===== src/rtl/match_controller_pkg.sv =====
// Shared types and constants for the match controller: FSM state encoding,
// winner codes, default timing parameters and a saturating score helper.
package match_controller_pkg;

  typedef enum logic [2:0] {
    IDLE       = 3'd0,
    COUNTDOWN  = 3'd1,
    PLAY       = 3'd2,
    ROUND_END  = 3'd3,
    MATCH_OVER = 3'd4
  } state_t;

  localparam logic [1:0] WIN_NONE = 2'b00;
  localparam logic [1:0] WIN_P1   = 2'b01;
  localparam logic [1:0] WIN_P2   = 2'b10;

  localparam int unsigned DEF_STEP_CYCLES = 50_000_000;
  localparam int unsigned DEF_CD_STEPS    = 3;
  localparam int unsigned DEF_WINS_NEEDED = 3;
  localparam int unsigned DEF_HOLD_CYCLES = 100_000_000;

  function automatic logic [2:0] sat_inc(input logic [2:0] v, input logic [2:0] lim);
    return (v < lim) ? v + 3'd1 : v;
  endfunction

endpackage


===== src/rtl/match_controller_if.sv =====
// Field-side bundle: raw keypresses and end-light levels in, gated keys and
// field clear out.
interface match_controller_if;
  logic key_l;
  logic key_r;
  logic win_l;
  logic win_r;
  logic key_l_o;
  logic key_r_o;
  logic field_clr;

  modport master (
    input  key_l, key_r, win_l, win_r,
    output key_l_o, key_r_o, field_clr
  );

  modport slave (
    output key_l, key_r, win_l, win_r,
    input  key_l_o, key_r_o, field_clr
  );
endinterface


===== src/rtl/match_controller_step_timer.sv =====
// Free-running cycle counter with synchronous clear; wraps to zero after
// reaching the caller-supplied terminal value and flags that cycle.
module step_timer #(
  parameter int unsigned WIDTH = 1
) (
  input  logic             clk,
  input  logic             reset,
  input  logic             clr,
  input  logic [WIDTH-1:0] last,
  output logic             tc
);

  logic [WIDTH-1:0] cnt;

  assign tc = (cnt == last);

  always_ff @(posedge clk) begin
    if (!reset || clr || tc)
      cnt <= '0;
    else
      cnt <= cnt + WIDTH'(1);
  end

endmodule


===== src/rtl/match_controller.sv =====
// Match sequencing for the light-field game: countdown, play, round result
// hold and match end, with false-start detection and per-player scoring.
module match_controller
  import match_controller_pkg::*;
#(
  parameter int unsigned STEP_CYCLES = DEF_STEP_CYCLES,
  parameter int unsigned CD_STEPS    = DEF_CD_STEPS,
  parameter int unsigned WINS_NEEDED = DEF_WINS_NEEDED,
  parameter int unsigned HOLD_CYCLES = DEF_HOLD_CYCLES
) (
  input  logic                clk,
  input  logic                reset,
  input  logic                start,
  match_controller_if.master  fld,
  output logic [1:0]          cd_val,
  output logic [2:0]          score_l,
  output logic [2:0]          score_r,
  output logic [1:0]          winner,
  output logic [2:0]          state
);

  localparam int unsigned CNT_MAX = (STEP_CYCLES > HOLD_CYCLES) ? STEP_CYCLES : HOLD_CYCLES;
  localparam int unsigned CNT_W   = $clog2(CNT_MAX);

  localparam logic [CNT_W-1:0] STEP_LAST = CNT_W'(STEP_CYCLES - 1);
  localparam logic [CNT_W-1:0] HOLD_LAST = CNT_W'(HOLD_CYCLES - 1);
  localparam logic [1:0]       CD_LOAD   = 2'(CD_STEPS);
  localparam logic [2:0]       WINS      = 3'(WINS_NEEDED);

  state_t     cur, nxt;
  logic [1:0] cd, cd_n;
  logic [2:0] sl_n, sr_n;
  logic [1:0] win_n;
  logic       tmr_clr, tmr_tc;
  logic [CNT_W-1:0] tmr_last;

  // One counter serves both timed states; only the terminal value changes.
  assign tmr_last = (cur == COUNTDOWN) ? STEP_LAST : HOLD_LAST;

  step_timer #(.WIDTH(CNT_W)) u_timer (
    .clk   (clk),
    .reset (reset),
    .clr   (tmr_clr),
    .last  (tmr_last),
    .tc    (tmr_tc)
  );

  assign state         = cur;
  assign cd_val        = (cur == COUNTDOWN) ? cd : 2'd0;
  assign fld.field_clr = (cur == IDLE) || (cur == COUNTDOWN);
  assign fld.key_l_o   = (cur == PLAY) && fld.key_l;
  assign fld.key_r_o   = (cur == PLAY) && fld.key_r;

  always_ff @(posedge clk) begin
    if (!reset) begin
      cur     <= IDLE;
      cd      <= '0;
      score_l <= '0;
      score_r <= '0;
      winner  <= WIN_NONE;
    end else begin
      cur     <= nxt;
      cd      <= cd_n;
      score_l <= sl_n;
      score_r <= sr_n;
      winner  <= win_n;
    end
  end

  always_comb begin
    nxt     = cur;
    cd_n    = cd;
    sl_n    = score_l;
    sr_n    = score_r;
    win_n   = winner;
    tmr_clr = 1'b0;
    unique case (cur)
      IDLE, MATCH_OVER: begin
        tmr_clr = 1'b1;
        if (start) begin
          sl_n  = '0;
          sr_n  = '0;
          win_n = WIN_NONE;
          cd_n  = CD_LOAD;
          nxt   = COUNTDOWN;
        end
      end
      COUNTDOWN: begin
        // A keypress before PLAY is a false start and outranks the step tick.
        if (fld.key_l && fld.key_r) begin
          cd_n    = CD_LOAD;
          tmr_clr = 1'b1;
        end else if (fld.key_l) begin
          sr_n    = sat_inc(score_r, WINS);
          nxt     = ROUND_END;
          tmr_clr = 1'b1;
        end else if (fld.key_r) begin
          sl_n    = sat_inc(score_l, WINS);
          nxt     = ROUND_END;
          tmr_clr = 1'b1;
        end else if (tmr_tc) begin
          if (cd > 2'd1) cd_n = cd - 2'd1;
          else           nxt  = PLAY;
        end
      end
      PLAY: begin
        tmr_clr = 1'b1;
        if (fld.win_l || fld.win_r) begin
          if (fld.win_l && !fld.win_r) sl_n = sat_inc(score_l, WINS);
          if (fld.win_r && !fld.win_l) sr_n = sat_inc(score_r, WINS);
          nxt = ROUND_END;
        end
      end
      ROUND_END: begin
        if (tmr_tc) begin
          if (score_l == WINS || score_r == WINS) begin
            nxt   = MATCH_OVER;
            win_n = (score_r == WINS) ? WIN_P1 : WIN_P2;
          end else begin
            nxt  = COUNTDOWN;
            cd_n = CD_LOAD;
          end
        end
      end
      default: nxt = IDLE;
    endcase
  end

endmodule


===== src/flat_wrapper.sv =====
// flat-port wrapper written by rule: the top's interface ports become plain ports
module match_controller_flat import match_controller_pkg::*;
#(
  parameter int unsigned STEP_CYCLES = DEF_STEP_CYCLES,
  parameter int unsigned CD_STEPS    = DEF_CD_STEPS,
  parameter int unsigned WINS_NEEDED = DEF_WINS_NEEDED,
  parameter int unsigned HOLD_CYCLES = DEF_HOLD_CYCLES
)
  (clk, reset, start, cd_val, score_l, score_r, winner, state, fld_key_l, fld_key_r, fld_win_l, fld_win_r, fld_key_l_o, fld_key_r_o, fld_field_clr);
  match_controller_if fld_i ();
  input  logic clk;
  input  logic reset;
  input  logic start;
  output logic [1:0] cd_val;
  output logic [2:0] score_l;
  output logic [2:0] score_r;
  output logic [1:0] winner;
  output logic [2:0] state;
  input wire logic [$bits(fld_i.key_l)-1:0] fld_key_l;
  input wire logic [$bits(fld_i.key_r)-1:0] fld_key_r;
  input wire logic [$bits(fld_i.win_l)-1:0] fld_win_l;
  input wire logic [$bits(fld_i.win_r)-1:0] fld_win_r;
  output wire logic [$bits(fld_i.key_l_o)-1:0] fld_key_l_o;
  output wire logic [$bits(fld_i.key_r_o)-1:0] fld_key_r_o;
  output wire logic [$bits(fld_i.field_clr)-1:0] fld_field_clr;
  assign fld_i.key_l = fld_key_l;
  assign fld_i.key_r = fld_key_r;
  assign fld_i.win_l = fld_win_l;
  assign fld_i.win_r = fld_win_r;
  assign fld_key_l_o = fld_i.key_l_o;
  assign fld_key_r_o = fld_i.key_r_o;
  assign fld_field_clr = fld_i.field_clr;
  match_controller #(.STEP_CYCLES(STEP_CYCLES), .CD_STEPS(CD_STEPS), .WINS_NEEDED(WINS_NEEDED), .HOLD_CYCLES(HOLD_CYCLES)) u_core (.clk(clk), .reset(reset), .start(start), .fld(fld_i), .cd_val(cd_val), .score_l(score_l), .score_r(score_r), .winner(winner), .state(state));
endmodule

===== config.mk =====
export PLATFORM = sky130hd
export DESIGN_NAME = match_controller_flat
export DESIGN_NICKNAME = d
export VERILOG_FILES = /design/src/rtl/match_controller_pkg.sv /design/src/rtl/match_controller_if.sv /design/src/rtl/match_controller_step_timer.sv /design/src/rtl/match_controller.sv /design/src/flat_wrapper.sv
export SDC_FILE = /design/constraint.sdc
export NUM_CORES = 1
export LEC_CHECK = 0
export CELL_PAD_IN_SITES_DETAIL_PLACEMENT = 1
export CELL_PAD_IN_SITES_GLOBAL_PLACEMENT = 2
export CORE_MARGIN = 10
export CORE_UTILIZATION = 34
export DETAILED_ROUTE_END_ITERATION = 6
export PLACE_DENSITY = 0.83
export SLEW_MARGIN = 40
export SYNTH_ARGS = -nofsm -noshare
export SYNTH_HDL_FRONTEND = slang
export SYNTH_SLANG_ARGS = --single-unit

===== constraint.sdc =====
create_clock -name clk -period 2.33 [get_ports clk]
set_input_delay 0.5825 -clock clk [delete_from_list [all_inputs] [get_ports clk]]
set_output_delay 0.5825 -clock clk [all_outputs]
set_load 0.05 [all_outputs]

==> metrics.md <==
| Metric | Value |
|---|---|
| Metal2 WL | 2840 um |
| Initial core utilization | 35.2% |
| Setup bufs post-CTS | 0 |
| Distinct cell type count after synthesis | 50 |
| Mapped Cells | 267 |
| Floorplan row count | 29 |
| Flop2flop setup slack | 210 ps |
| GRT Overall Usage | 11.9% |
| Run status | completed |
| Vias in the first global route | 2105 |
| Placed inst area | 0.00275 mm2 |
| Met3 Wirelength | 201 um |
| H-tree Lvls | 2 |
| Critical path depth | 6 |
| Syn Nets | 280 |
| 1st-pass router iterations | 4 |
| CTS tree | done |
| Per-cell routed wire length | 15.3 um |
| IO Pins | 23 |
| Worst Reg-to-Reg Cells | 6 |
| # diodes | 0 |
| Slew @ Worst Pin | 746 ps |
| Worst Setup EP | u_core.state[1]$_SDFFE_PN0P_ |
| Crit path launch type | input port |
| RSZ-0062 raised after global routing | no |
| Number of synthesized flops with an enable pin | 0 |
| Ys async rst share | 0% |
| Layout Skew | 4.25 ps |
| Setup TNS | 0 ps |
| Setup slack after layout | 95.3 ps |
| Crit-path max cell delay | 520 ps |
| Vias per cell | 5.27 |
| Final critical-path share of the clock period | 95.9% |
| First-pass GRT wire length | 10200 um |
| DRC Markers | 0 |
| Family with the most delay on the worst path | simple AND/OR/NAND/NOR gates |
| Synthesized cell area | 0.00223 mm2 |
| Grt ovf | 0 |
| Final instance area | 0.00283 mm2 |
| Die Wd | 101 um |
| Clk_lat worst skew | 290 ps |
| Bufs and invs on worst path | 1 |
| Cell leakage power | 1.02 nW |
| CTS buffer count | 5 |
| Port bufs | 22 |
| RR Endpoint | u_core.state[1]$_SDFFE_PN0P_ |
| Post-layout min period | 2230 ps |
| Largest net degree at the start of global routing | 28 |
| Area growth syn-to-layout | 26.6% |
| Hpwl dp | 4590 um |
| Placed cells | 379 |
| Ys Warns | 0 |
| Slew Viols, Final | 0 |
| Pre-CTS WS | -370 ps |
| Syn Area/Cell | 8.37 um2 |
| Setup violators final | 0 |
| Crit path cell chain | clkdlybuf4s50_1, or4b_1, a21oi_1, nor2_1, and4_4, or3_1 |
| Final wirelength | 5920 um |
| Crit Path Class | in2reg |
| Fillers | 770 |
| CP arrival | 2410 ps |
| Vias | 2033 |
| Peak VDD IR | 363 uV |
| Area of the core | 0.00635 mm2 |
| Fin nets | 322 |
| Seq/Total Area, Yosys | 35.8% |
| Final ANT Viol Nets | 0 |
| Crit path required time | 2500 ps |
| Root buffer cell | clkbuf_8 |
| P per Cell Area | 747 mW/mm2 |
| CP startpoint | fld_win_r |
| M1 WL | 2820 um |
| Initial antenna violation count | 0 |
| CP max FO | 2 |
| Final Hold Vio Count | 0 |
| GPL Wtd Cong | 0.749 |
| Max Freq | 0.447 GHz |
| Layout cells sized above 1 | 15.9% |
| Hold Path Class | reg2reg |
| Clock-pin slew on the worst setup and hold paths | 80 ps |
| Final non-filler cell total | 386 |
| Top sig layer | met4 |
| Crit. End Element | flop |
| Die Area | 0.0102 mm2 |
| Clk sinks | 40 |
| Max Cap Viol | 0 |
| Die H | 101 um |
| Critical path's slowest cell | or4b_1 |
| FF+latch count, synth | 40 |
| Top FF cell, synth | dfxtp_1 |
| Worst slew margin | 49.7% |
| Clk buf depth | 2 |
| Worst r2r src | u_core.state[2]$_SDFFE_PN0P_ |
| Iter 0 DRT Violations | 74 |
[logic make-up after synthesis]
| group | share of synthesized area (%) |
|---|---|
| muxes | 2.24 |
| buffers and inverters | 3.47 |
| DFF | 35.8 |
| adders and majority gates | 3.36 |
| AOI/OAI and AO/OA | 10.4 |
| and+or+nand+nor | 34.2 |
| xor gates and xnor gates | 10.6 |
[worst reg2reg max path, cell delays in order, from the launching register on]
cell     delay [ps]
dfxtp_1         390
buf_4           200
or4b_1          530
a21oi_1         270
nor2_1          110
and4_4          190
or3_1           330
[placed cells by master, fill, tap and decap left out, drive strengths merged, types with 2 or more instances in the layout]
cell type and count:
nor4b 2, a41oi 2, nand2b 7, nor2 39, nand4 9, clkbuf 6
nand4b 3, a21oi 10, nand3 22, or3 2, nor4 3, nand3b 2
a2111oi 3, clkdlybuf4s50 14, or4b 2, and3 6, o31ai 3, xor2 20
buf 28, nor4bb 4, mux2i 5, nor3 5, and4 3, ha 6
nand2 21, xnor2 7, dfxtp 40, o22ai 2, inv 10, and2 2
o21ai 6
[metal layers]
layer,GRT usage [%],vias up
li1,-,1036
met1,14.7,963
met2,19.9,27
met3,2.61,7
met4,3.54,0
met5,0,-
[cell usage after synthesis, types with 2 or more instances]
cell type	instances	share of area (%)
buf_2	2	0.45
xnor2_1	7	2.7
nor3_1	5	1.1
a41oi_1	2	0.78
clkbuf_1	5	0.84
o22ai_1	2	0.56
inv_1	10	1.7
xor2_1	20	7.8
and4_1	2	0.78
nand3_1	22	4.9
nor4_1	2	0.56
o31ai_1	3	1.0
nand2b_1	7	2.0
and3_1	6	1.7
nand2_1	21	3.5
nor2_1	39	6.6
nand3b_1	2	0.67
ha_1	6	3.4
a2111oi_0	2	0.78
mux2i_1	5	2.2
o21ai_0	6	1.3
nand4b_1	3	1.2
dfxtp_1	40	36
a21oi_1	10	2.2
and2_1	2	0.56
nand4_1	9	2.5
nor4bb_1	4	1.8
[worst min path at each step]
stage	endpoint	depth (start not counted)	start
2_1_floorplan	u_core.u_timer.cnt[0]$_SDFF_PP0_	1	u_core.u_timer.cnt[0]$_SDFF_PP0_
3_3_place_gp	u_core.u_timer.cnt[0]$_SDFF_PP0_	1	u_core.u_timer.cnt[0]$_SDFF_PP0_
3_5_place_dp	u_core.u_timer.cnt[0]$_SDFF_PP0_	1	u_core.u_timer.cnt[0]$_SDFF_PP0_
4_1_cts	u_core.u_timer.cnt[0]$_SDFF_PP0_	1	u_core.u_timer.cnt[0]$_SDFF_PP0_
5_1_grt	u_core.score_r[2]$_SDFFE_PN0P_	2	u_core.score_r[2]$_SDFFE_PN0P_
6_report	u_core.u_timer.cnt[0]$_SDFF_PP0_	1	u_core.u_timer.cnt[0]$_SDFF_PP0_
[sequential cells by signal, summed over array words and instances, names as in the netlist]
register / cells
u_core.state: 3
u_core.score_r: 3
u_core.u_timer.cnt: 27
u_core.score_l: 3
u_core.winner: 2
u_core.cd: 2
[area by class of cell]
class / count / area, um2 / share of cell area (%)
clock buffers: 6 / 72.6 / 2.57
flip-flops and latches: 40 / 803 / 28.4
clock inverters: 1 / 5.00 / 0.177
well taps: 77 / 96.3 / 3.41
multi-input cells: 209 / 1390 / 49.2
inverters: 10 / 37.5 / 1.33
repair buffers: 43 / 422 / 14.9
[report_power, final]
group	internal (mW)	leakage, nW	switching [mW]
clock network	0.204	0.0410	0.231
logic	0.359	0.659	0.543
registers	0.728	0.324	0.0486
total	1.29	1.02	0.822
[timing repair]
action / 4_1_cts / 5_1_grt
hold buffers: 0 / 0
setup endpoints to repair: 2 / 0
resized for setup: 3 / 0
[stage by stage]
stage | hold WS (ps) | util (%) | power [mW]
2_1_floorplan | 430 | - | 1.36
3_3_place_gp | 446 | 43.3 | 1.69
3_5_place_dp | 468 | 43.3 | 1.70
4_1_cts | 486 | 44.6 | 2.15
5_1_grt | 515 | 44.6 | 2.24
6_report | 473 | 44.6 | 2.11
No activity file was read; power rests on OpenSTA's default activity.
